===== config.mk =====
export PLATFORM = sky130hd
export DESIGN_NAME = adc_channel_scanner_flat
export DESIGN_NICKNAME = d
export VERILOG_FILES = /design/src/rtl/adc_channel_scanner_if.sv /design/src/rtl/adc_channel_scanner.sv /design/src/flat_wrapper.sv
export SDC_FILE = /design/constraint.sdc
export NUM_CORES = 1
export LEC_CHECK = 0
export ABC_AREA = 1
export BUFFER_PORTS_ARGS = -buffer_cell sky130_fd_sc_hd__buf_4
export CORE_MARGIN = 4
export CORE_UTILIZATION = 40
export DETAILED_ROUTE_END_ITERATION = 10
export PLACE_DENSITY = 0.63
export SKIP_LAST_GASP = 1
export SLEW_MARGIN = 20
export SYNTH_ARGS = -nofsm -noshare
export SYNTH_HDL_FRONTEND = slang
export SYNTH_SLANG_ARGS = --single-unit

===== constraint.sdc =====
create_clock -name clk -period 2.5 [get_ports clk]
set_input_delay 0.25 -clock clk [delete_from_list [all_inputs] [get_ports clk]]
set_output_delay 0.25 -clock clk [all_outputs]
set_load 0.005 [all_outputs]

===== src/rtl/adc_channel_scanner_if.sv =====
// ---------------------------------------------------------------------------
// adc_channel_scanner_if
// Bundles the scanner's link to the LTC2308 interface stage (channel select
// out, frame strobe and result in) with its published-average bus.
//   adc_convst  : copy of ADC_CONVST, high for one clock at each frame start
//   adc_result  : 12-bit result, stable across a frame
//   chan        : 3-bit channel select towards the ADC interface
//   avg_data    : latest completed average
//   avg_chan    : channel that avg_data belongs to
//   avg_valid   : one-cycle pulse marking a new avg_data/avg_chan
// master = scanner side, slave = ADC interface / consumer side.
// ---------------------------------------------------------------------------
interface adc_channel_scanner_if;
    logic        adc_convst;
    logic [11:0] adc_result;
    logic [2:0]  chan;
    logic [11:0] avg_data;
    logic [2:0]  avg_chan;
    logic        avg_valid;

    modport master (
        input  adc_convst,
        input  adc_result,
        output chan,
        output avg_data,
        output avg_chan,
        output avg_valid
    );

    modport slave (
        output adc_convst,
        output adc_result,
        input  chan,
        input  avg_data,
        input  avg_chan,
        input  avg_valid
    );
endinterface


===== src/rtl/adc_channel_scanner.sv =====
// ---------------------------------------------------------------------------
// adc_channel_scanner
// Scans NUM_CHAN ADC channels round-robin. After every channel switch the
// first completed frame still carries the old channel's conversion and is
// dropped; the next 2^AVG_LOG2 samples are summed and the truncated mean is
// published on the bus and stored in a per-channel table.
// Ports:
//   clk      : system clock (posedge)
//   reset_n  : asynchronous active-low reset
//   enable   : scan enable, level
//   bus      : adc_channel_scanner_if.master (ADC link + average output)
//   rd_chan  : table read address
//   rd_data  : stored average for rd_chan, 0 for rd_chan >= NUM_CHAN
//   seen     : bit i set once channel i has produced an average
// ---------------------------------------------------------------------------
module adc_channel_scanner #(
    parameter int NUM_CHAN = 2,
    parameter int AVG_LOG2 = 2
) (
    input  logic                  clk,
    input  logic                  reset_n,
    input  logic                  enable,
    adc_channel_scanner_if.master bus,
    input  logic [2:0]            rd_chan,
    output logic [11:0]           rd_data,
    output logic [7:0]            seen
);

    localparam int DATA_W = 12;
    localparam int ACC_W  = DATA_W + AVG_LOG2;
    localparam int CNT_W  = AVG_LOG2 + 1;
    localparam logic [CNT_W-1:0] LAST_CNT  = CNT_W'((1 << AVG_LOG2) - 1);
    localparam logic [2:0]       LAST_CHAN = 3'(NUM_CHAN - 1);

    typedef enum logic [1:0] {IDLE, SETTLE, ACCUM, EMIT} state_t;

    state_t                  state_q, state_d;
    logic                    convst_d;
    logic                    strobe;
    logic                    acc_clr, acc_add, emit;
    logic [ACC_W-1:0]        acc_q;
    logic [CNT_W-1:0]        cnt_q;
    logic [2:0]              chan_q;
    logic [DATA_W-1:0]       avg_data_q;
    logic [2:0]              avg_chan_q;
    logic                    avg_valid_q;
    logic [7:0]              seen_q;
    logic [DATA_W-1:0]       table_q [NUM_CHAN];

    // Truncating mean of the accumulated samples.
    function automatic logic [DATA_W-1:0] trunc_avg(input logic [ACC_W-1:0] a);
        return DATA_W'(a >> AVG_LOG2);
    endfunction

    // Rising edge of CONVST marks a completed frame; a held-high CONVST
    // therefore counts once.
    assign strobe = bus.adc_convst & ~convst_d;

    always_ff @(posedge clk or negedge reset_n) begin
        if (!reset_n) begin
            state_q <= IDLE;
        end else begin
            state_q <= state_d;
        end
    end

    always_comb begin
        state_d = state_q;
        acc_clr = 1'b0;
        acc_add = 1'b0;
        emit    = 1'b0;
        case (state_q)
            IDLE: begin
                if (enable) state_d = SETTLE;
            end
            SETTLE: begin
                if (!enable) begin
                    state_d = IDLE;
                end else if (strobe) begin
                    // Stale sample from the previous channel: dropped.
                    acc_clr = 1'b1;
                    state_d = ACCUM;
                end
            end
            ACCUM: begin
                if (!enable) begin
                    state_d = IDLE;
                end else if (strobe) begin
                    acc_add = 1'b1;
                    if (cnt_q == LAST_CNT) state_d = EMIT;
                end
            end
            EMIT: begin
                // Always completes, even if enable has dropped.
                emit    = 1'b1;
                state_d = enable ? SETTLE : IDLE;
            end
            default: state_d = IDLE;
        endcase
    end

    always_ff @(posedge clk or negedge reset_n) begin
        if (!reset_n) begin
            convst_d    <= 1'b0;
            acc_q       <= '0;
            cnt_q       <= '0;
            chan_q      <= '0;
            avg_data_q  <= '0;
            avg_chan_q  <= '0;
            avg_valid_q <= 1'b0;
            seen_q      <= '0;
            for (int i = 0; i < NUM_CHAN; i++) table_q[i] <= '0;
        end else begin
            convst_d    <= bus.adc_convst;
            avg_valid_q <= emit;
            if (acc_clr) begin
                acc_q <= '0;
                cnt_q <= '0;
            end else if (acc_add) begin
                acc_q <= acc_q + ACC_W'(bus.adc_result);
                cnt_q <= cnt_q + CNT_W'(1);
            end
            if (emit) begin
                avg_data_q     <= trunc_avg(acc_q);
                avg_chan_q     <= chan_q;
                seen_q[chan_q] <= 1'b1;
                chan_q         <= (chan_q == LAST_CHAN) ? 3'd0 : chan_q + 3'd1;
                for (int i = 0; i < NUM_CHAN; i++) begin
                    if (chan_q == 3'(i)) table_q[i] <= trunc_avg(acc_q);
                end
            end
        end
    end

    always_comb begin
        rd_data = '0;
        for (int i = 0; i < NUM_CHAN; i++) begin
            if (rd_chan == 3'(i)) rd_data = table_q[i];
        end
    end

    assign bus.chan      = chan_q;
    assign bus.avg_data  = avg_data_q;
    assign bus.avg_chan  = avg_chan_q;
    assign bus.avg_valid = avg_valid_q;
    assign seen          = seen_q;

endmodule


===== src/flat_wrapper.sv =====
// flat-port wrapper written by rule: the top's interface ports become plain ports
module adc_channel_scanner_flat 
#(
    parameter int NUM_CHAN = 2,
    parameter int AVG_LOG2 = 2
)
  (clk, reset_n, enable, rd_chan, rd_data, seen, bus_adc_convst, bus_adc_result, bus_chan, bus_avg_data, bus_avg_chan, bus_avg_valid);
  adc_channel_scanner_if bus_i ();
  input  logic clk;
  input  logic reset_n;
  input  logic enable;
  input  logic [2:0] rd_chan;
  output logic [11:0] rd_data;
  output logic [7:0] seen;
  input wire logic [$bits(bus_i.adc_convst)-1:0] bus_adc_convst;
  input wire logic [$bits(bus_i.adc_result)-1:0] bus_adc_result;
  output wire logic [$bits(bus_i.chan)-1:0] bus_chan;
  output wire logic [$bits(bus_i.avg_data)-1:0] bus_avg_data;
  output wire logic [$bits(bus_i.avg_chan)-1:0] bus_avg_chan;
  output wire logic [$bits(bus_i.avg_valid)-1:0] bus_avg_valid;
  assign bus_i.adc_convst = bus_adc_convst;
  assign bus_i.adc_result = bus_adc_result;
  assign bus_chan = bus_i.chan;
  assign bus_avg_data = bus_i.avg_data;
  assign bus_avg_chan = bus_i.avg_chan;
  assign bus_avg_valid = bus_i.avg_valid;
  adc_channel_scanner #(.NUM_CHAN(NUM_CHAN), .AVG_LOG2(AVG_LOG2)) u_core (.clk(clk), .reset_n(reset_n), .enable(enable), .bus(bus_i), .rd_chan(rd_chan), .rd_data(rd_data), .seen(seen));
endmodule

* Word-level counts from Yosys, hierarchy flattened
Cells that the tools add are included.
** Cells by class
- Reduce and logical (&&, ||, !) cells :: 8
- Add/subtract/negate cells :: 3
- Order comparisons :: 2
- Equality and inequality tests :: 10
- Bitwise gates (word level) :: 3
- Muxes and demuxes :: 22
** Operators with widths (number)
- two-way mux 14 bit :: 2
- two-way mux 12 bit :: 2
- adder 14 x 12 -> 14 bit :: 1
- two-way mux 2 bit :: 6
- two-way mux 3 bit :: 3
- inequality test 3 x 2 -> 1 bit (second input constant) :: 3
- OR 8 bit :: 1
- one-hot mux 2 bit (4 select lines) :: 1
- two-way mux 1 bit :: 7
- adder 3 x 1 -> 3 bit (second input constant) :: 2
- equality test 3 x 1 -> 1 bit (second input constant) :: 2
- logical NOT 3 bit :: 2
- equality test 2 bit (second input constant) :: 2
- < comparator 3 x 4 -> 1 bit (second input constant) :: 1
- AND reduction 2 bit :: 2
- AND reduction 4 bit :: 1
- demux 1 bit (select 3 bit) :: 1
- equality test 3 x 2 -> 1 bit (second input constant) :: 1
- greater-or-equal comparator 3 x 1 -> 1 bit (second input constant) :: 1
- equality test 2 x 1 -> 1 bit (second input constant) :: 1
- logical NOT 2 bit :: 1
- inequality test 2 bit (second input constant) :: 1
- nonzero test 2 bit :: 1
- AND 1 bit :: 1
- other kinds (2) :: 2
** Word-level totals
- Word-level logic and storage cells :: 59
- Register bits :: 71
- Input bits :: 19
- Output and inout bits :: 39

* Depth between registers and ports, before layout
Gate-level depths: netlist (run 1).
- Depth after elaboration :: 7
- Mapped depth :: 10
- Depth with buffers taken out :: 10

* Least setup slack after synthesis (run 1)
OpenSTA, ideal clock, no wires.
- Path type :: register -> register
- Start :: register u_core.acc_q[0]
- End :: register u_core.acc_q[4]
- Period minus slack after synthesis :: 1709 ps
- Buffers on the path :: 0
- Setup slack :: 791 ps
- Library setup time :: 127 ps
- Arrival time :: 1583 ps
- Required time :: 2373 ps
- Stages on the path, launching flop included :: 8
- Cell sequence :: dfrtp_1 ha_1 fa_1 nand3_1 nand3_1 or2_2 nand3_1 o21ai_0
** Between the ends
- Cells in the longest elaborated chain, start to end :: 3
** RTL lines
- from (decl) :: line adc_channel_scanner.sv:41 : logic [ACC_W-1:0] acc_q;
- from (signal assigned) :: line adc_channel_scanner.sv:120 : acc_q <= acc_q + ACC_W'(bus.adc_result);
- adder 14 x 12 -> 14 bit :: line adc_channel_scanner.sv:120
- two-way mux 14 bit :: line adc_channel_scanner.sv:119 : end else if (acc_add) begin
- two-way mux 14 bit :: line adc_channel_scanner.sv:116 : if (acc_clr) begin
Every way passes these cells. The select of a mux whose other input is x is not followed.
A chain may end at the register's enable or synchronous reset.

* Worst setup path in the final report (run 1)
Ends and elaborated chain as after synthesis.

==> qor.txt, run 1 <==
status = finished clean
leakage = 2.33 nW
CTS buffer count = 9
Hold Path End = u_core.convst_d
MaxCap Viol Count = 0
post-synth cell types = 32
Peak Freq = 0.532 GHz
clock share of power = 34.8%
DP HPWL = 5.91 mm
Placed Area = 4170 µm²
n_diodes = 0
max-slew violations = 0
Post-Syn Area per Cell = 8.24 µm²
H-tree depth = 3
clk_skew = 0.00490 ns
combinational share of power = 15.7%
Peak VDD IR = 0.000229 V
CP Data Arrival Time = 2.10 ns
PostCTS Resize Cnt = 0
Die Y = 104 µm
CTS root buffer = clkbuf_8
Seq/Total Area, Yosys = 48.3%
Syn. warnings = 0
CP Cell Sequence = ha_1, fa_1, nand3_1, nand3_1, or2_2, nand3_1, o21ai_0
clock sinks = 71
sequential power share = 49.5%
initial antenna violation count = 0
most frequent cells in the layout = nand2_1, dfrtp_1, buf_4
Tmin final = 1.88 ns
Port Buf Inserts = 57
Synth area leader = dfrtp_1
DP Cell Count = 601
Rows = 34
Cell Count, Final, Fillers Out = 617
Layout fillers = 860
Internal Pwr Total = 1.87 mW
RR Startpoint = u_core.acc_q[0]
via count = 3025
final setup violating endpoints = 0
Die Width = 104 µm
Hold-fix buffers, CTS = 0
DRC errors left = 0
PD cells = 601 nW/µm²
Worst R2R Path Depth = 7
Total GRT Usage = 16.5%
measured slew at the worst slew-check pin = 0.899 ns
Worst Path Class, Setup = register to register
global-route wire length before repair = 14.7 mm
Async S/R FF share, synth = 100%
Via density = 4.90
crit-path most repeated cell = nand3_1
IO Pins = 58
CP Max Fanout = 5
WP data required = 2.72 ns
core area = 8850 µm²
switch share = 28.5%
GR Overflow Total = 0
Post-synth EDFFs = 0
Initial DRC Count = 107
Top FF cell, synth = dfrtp_1
Clock transition at path regs = 0.08 ns
RSZ-0062 raised after global routing = no
reg-to-reg setup timing slack = 0.62 ns
Final ANT Viol Nets = 0
final hold viol count = 0
Net Sw Power = 0.746 mW
vias in the first global route = 3172
effective utilization at floorplan = 41.6%
setup bufs post-CTS = 0
crit start category = register
CTS max path bufs = 2
CTS tree = built
Largest stage delay, worst path = 0.44 ns
Final Cycle Share = 75.2%
slowest CP cell = fa_1
pin count of the biggest net entering global routing = 72
post-DR wirelength/cell = 13.5 µm
synthesized area = 3680 µm²
top-area cell type share of the netlist area = 48.3%
design area = 4360 µm²
area delta synth->final = 18.4%
Final nets = 538
Routed WL = 8.31 mm
Crit. End Element = register
Cells after Synth = 447
slew margin rel. = 40.1%
Setup TNS Final = 0 ns
Synth Register Bits = 71
drt pass-1 iters = 4
worst hold path depth = 1
Net Count, Synth = 481
most common cell after layout, fill and taps aside = nand2_1
Die ar. = 10800 µm²
Final Util = 49.3%
Area contributors post-synth = dfrtp_1, nand2_1, nand3_1
Worst-Skew Late Latency = 0.34 ns
layout cell share with drive strength beyond 1 = 20.4%
Final Wtd Congestion = 0.825
Reg2Reg Capture Point = u_core.acc_q[4]
Worst Hold Launch = bus_adc_convst
Hold Path Class = primary input to register
## flip-flops by register name, indices dropped and copies added (netlist names)
register and cells:
u_core.table_q 24, u_core.convst_d 1, u_core.acc_q 14, u_core.seen 8, u_core.cnt_q 3, u_core.bus.avg_data 12
u_core.bus.avg_valid 1, u_core.state_q 2, u_core.bus.chan 3, u_core.bus.avg_chan 3
## power groups by stage
stage	Clock, mW	Combinational (mW)	Sequential (mW)
finish	0.912	0.412	1.30
global route	0.993	0.474	1.31
CTS	0.944	0.419	1.30
detailed placement	0	0.415	1.32
global placement	0	0.406	1.32
floorplan	0	0.243	1.31
## how the worst max path moves through the flow
stage | from | endpoint | cells after the start
after CTS | u_core.acc_q[0] | u_core.acc_q[4] | 7
after floorplan | u_core.acc_q[0] | u_core.acc_q[4] | 7
after global routing | u_core.acc_q[0] | u_core.acc_q[12] | 8
after global placement | bus_adc_result[0] | u_core.acc_q[4] | 8
final | u_core.acc_q[0] | u_core.acc_q[4] | 7
after detailed placement | u_core.acc_q[0] | u_core.acc_q[4] | 7
## routing by layer
metal / GRT usage, % / vias to the layer above / share of wire [%]
li1: - / 1551 / -
met1: 21.3 / 1403 / 48
met2: 27.2 / 60 / 47
met3: 4.78 / 11 / 4.4
met4: 4.56 / 0 / 1.2
met5: 0 / - / 0
## final cells by class
class                           instances  area (µm²)  share of cell area (%)
Sequential cell                        71        1780                    40.7
Tap cell                              108         135                    3.10
Multi-Input combinational cell        307        1600                    36.7
Clock inverter                          7        71.3                    1.64
Inverter                               56         210                    4.82
Timing Repair Buffer                   59         443                    10.2
Clock buffer                            9         124                    2.84
## kinds of logic after synthesis
group,Yosys count,synth area share (%)
compound gates,64,11.1
xor+xnor,1,0.238
fa+ha+maj,15,5.30
buf+inv,69,8.29
flops,71,48.2
simple gates,227,26.8
## critical path, delay by kind of cell, from the launching register on
kind	cells	cell delay, ns
and+or+nand+nor	4	0.64
DFF	1	0.39
adders and majority gates	2	0.66
AOI/OAI and AO/OA	1	0.07
## Yosys cell counts, drive strengths merged, types with 2 or more instances
master and instances:
nor2 26, inv 56, dfrtp 71, ha 14
o21bai 5, o22ai 2, nand2 144, a21oi 9
nand4 3, a211oi 2, or2 3, clkbuf 3
o21ai 43, a22o 2, buf 10, nand3 50
## per-stage QoR
stage	total power, mW	setup WS [ns]	hold WS (ns)
6_report	2.62	0.619	0.0224
5_1_grt	2.78	0.519	0.00156
4_1_cts	2.66	0.596	0.00769
3_5_place_dp	1.73	0.599	0.374
3_3_place_gp	1.72	0.664	0.370
2_1_floorplan	1.55	0.791	-0.0456
Note: power is estimated with default switching activity, not from simulation.
==> run 2, diff against run 1 <==
--- a/config.mk
+++ b/config.mk
@@ -5,7 +5,7 @@
 export SDC_FILE = /design/constraint.sdc
 export NUM_CORES = 1
 export LEC_CHECK = 0
-export ABC_AREA = 1
+export ABC_AREA = 0
 export BUFFER_PORTS_ARGS = -buffer_cell sky130_fd_sc_hd__buf_4
 export CORE_MARGIN = 4
 export CORE_UTILIZATION = 40
==> constraint.sdc (replaced) <==
create_clock -name clk -period 1.76 [get_ports clk]
set_input_delay 0.176 -clock clk [delete_from_list [all_inputs] [get_ports clk]]
set_output_delay 0.176 -clock clk [all_outputs]
set_load 0.005 [all_outputs]
==> run 2 against run 1 <==
The flow now finishes with violations (negative setup slack). Worst hold slack improved by 0.061 ns. Non-clock buffer count increased by 44. Combinational power increased to 2.6 times the previous value. Flip-flop and latch count unchanged. Fmax decreased by 7.8%. Sequential share of layout area decreased by 3.2 points. Total power increased by 72%. Die area decreased by 3.9%. Critical path depth unchanged. Register-to-register slack got worse by 0.90 ns. Wire length decreased by 1.9%. Cell count decreased by 11%. Critical endpoint is now u_core.acc_q[10].
==> qor.txt, run 2 <==
Area contributors post-synth = dfrtp_1, mux2_2, nand2_1
synthesized area = 3530 µm² (-4.2%)
Seq/Total Area, Yosys = 50.4% (+2.1 points)
Final Cycle Share = 116% (+41 points)
MaxCap Viol Count = 0 (unchanged)
Crit path buffers/inverters = 0 (unchanged)
slowest CP cell = dfrtp_1
Peak Freq = 0.490 GHz (-7.8%)
top-area cell type share of the netlist area = 50.4% (+2.1 points)
Final Wtd Congestion = 0.779 (-5.5%)
crit start category = register
Peak VDD IR = 0.000471 V (+110%)
Via density = 5.05 (+3.1%)
most frequent cells in the layout = buf_4, dfrtp_1, nand2_1
WP data required = 1.99 ns (-0.73 ns)
Routed WL = 8.15 mm (-1.9%)
Final ANT Viol Nets = 0 (unchanged)
global-route wire length before repair = 13.1 mm (-11%)
effective utilization at floorplan = 42.1% (+0.47 points)
IO Pins = 58 (unchanged)
RR Startpoint = u_core.acc_q[0]
leakage = 2.40 nW (+2.9%)
via count = 2764 (-8.6%)
Final Worst Setup Slack = -0.279 ns (-0.898 ns)
max-slew violations = 0 (unchanged)
status = complete, but fails checks
core area = 8380 µm² (-5.3%)
pin count of the biggest net entering global routing = 52 (-28%)
clk_skew = 0.0102 ns (+0.00534 ns)
Post-synth EDFFs = 0 (unchanged)
Synth area leader = dfrtp_1
Die Width = 102 µm (-2.0%)
Placed Area = 4360 µm² (+4.8%)
post-synth cell types = 57 (+78%)
CTS root buffer = clkbuf_8
most common cell after layout, fill and taps aside = buf_4
dpl ws = -0.294 ns (-0.894 ns)
CTS max path bufs = 2 (unchanged)
Die Y = 102 µm (-2.0%)
CP Max Fanout = 5 (unchanged)
clock sinks = 71 (unchanged)
Syn. warnings = 0 (unchanged)
area delta synth->final = 34.0%
Storage cell area = 1780 µm² (unchanged)
slew margin rel. = 72.8% (+33 points)
vias in the first global route = 2725 (-14%)
Top FF cell, synth = dfrtp_1
area occupied by multi-input gates = 1770 µm² (+11%)
Total GRT Usage = 16.3% (-0.24 points)
Initial DRC Count = 106 (-0.93%)
CTS tree = built
DP HPWL = 5.98 mm (+1.3%)
Tot Pwr = 4.51 mW (+72%)
Worst Path Class, Setup = register to register
WHS = 0.0834 ns (+0.0610 ns)
Crit. End Element = register
Final Util = 56.4% (+7.1 points)
H-tree depth = 3 (unchanged)
final hold viol count = 0 (unchanged)
design area = 4730 µm² (+8.4%)
synth cell count leaders = dfrtp_1, nand2_1, mux2_2
DRC errors left = 0 (unchanged)
Rows = 33 (-2.9%)
Worst Hold Launch = enable
drt pass-1 iters = 4 (unchanged)
n_diodes = 0 (unchanged)
PD cells = 955 nW/µm² (+59%)
Tmin final = 2.04 ns (+0.158 ns)
failing checks = negative setup slack
Largest stage delay, worst path = 0.38 ns (-0.06 ns)
RSZ-0062 raised after global routing = yes
final setup violating endpoints = 8 (+8)
post-DR wirelength/cell = 14.9 µm (+11%)
Die ar. = 10400 µm² (-3.9%)
GR Overflow Total = 0 (unchanged)
Critical Path Start = u_core.acc_q[0]
CTS buffer count = 9 (unchanged)
cell with the most instances after synthesis = dfrtp_1
kind of cell adding the most delay to the critical path = adder cells
Largest register FFs = 24 (unchanged)
measured slew at the worst slew-check pin = 0.406 ns (-0.492 ns)
layout cell share with drive strength beyond 1 = 38.5% (+18 points)
Clock transition at path regs = 0.08 ns (about the same)
Worst-Skew Late Latency = 0.34 ns (about the same)
CP Cell Sequence = ha_2, fa_2, a21oi_4, o22ai_4, and2_1, or3_1, a32o_1
Port Buf Inserts = 57 (unchanged)
Cells after Synth = 336 (-25%)
Layout fillers = 763 (-11%)
Hold Path Class = primary input to register
Async S/R FF share, synth = 100% (unchanged)
Synth Register Bits = 71 (unchanged)
CP Data Arrival Time = 2.27 ns (+0.17 ns)
Net Count, Synth = 370 (-23%)
Final nets = 471 (-12%)
Post-Syn Area per Cell = 10.5 µm² (+27%)
initial antenna violation count = 0 (unchanged)
Most flops, register = u_core.table_q
run 2: cell count changes in the layout (fill, tap and decap cells not counted), sizes merged, moves of 23 or more:
cell and delta:
inv -50, nand2 -75, nand3 -43, buf +42
mux2 +23, o21ai -25
run 2: final timing paths:
check	end	cells after the start	slack [ns]
setup / recovery	u_core.acc_q[10]	7	-0.28
hold / removal	u_core.state_q[0]	3	0.08
setup reg to reg	u_core.acc_q[10]	7	-0.28
hold reg to reg	u_core.seen[6]	1	0.47
max in group asynchronous	u_core.bus.avg_data[8]	3	0.94
min in group asynchronous	u_core.acc_q[13]	2	0.26
run 2: final cells by class:
cell class	count	share of cell area [%]
clock buffer	11	2.99
sequential	71	37.6
timing repair buffer	103	16.7
tap	105	2.78
inverter	8	0.635
clock inverter	5	1.72
multi-input combinational	244	37.5
run 2: kinds of logic after synthesis:
group,Yosys count,share of synthesized area (%)
AND/OR/NAND/NOR,120,15.3
flip-flops,71,50.4
AO/OA/AOI/OAI,67,13.2
multiplexers,35,10.7
buffers and inverters,21,3.05
adder cells (fa/ha/maj),15,5.53
XOR/XNOR,7,1.74
run 2: tightest hold or removal path, cell delays in order:
cell	delay (ns)
buf_4	0.13
nand2_1	0.05
nor2_1	0.03
run 2: timing repair:
item | CTS | global route
endpoints found under the hold margin | 21 | 0
buffers inserted | 1 | 1
gates resized for setup | 10 | 7
endpoints found under the setup margin | 8 | 10
hold buffers | 2 | 0
pin swaps | 6 | 6
run 2: metrics by stage:
step           TNS, ns  std cells
3_3_place_gp    -0.821        527
4_1_cts         -0.909        546
3_5_place_dp    -0.976        527
2_1_floorplan   -0.424        336
6_report        -0.826        547
5_1_grt          -1.79        547
run 2: metal layers:
layer	vias to the layer above	global-route usage, %	wire length, µm
met4	0	5.15	113
met3	8	3.75	363
li1	1380	-	-
met1	1320	21.9	3890
met2	56	26.3	3780
met5	-	0	0
run 2: where the power goes:
part           internal (mW)  leakage, nW  switching, mW  total [mW]
logic                  0.590         1.33          0.469        1.06
registers               1.85        0.959          0.149        2.00
clock network          0.838        0.110          0.617        1.46
total                   3.28         2.40           1.24        4.51
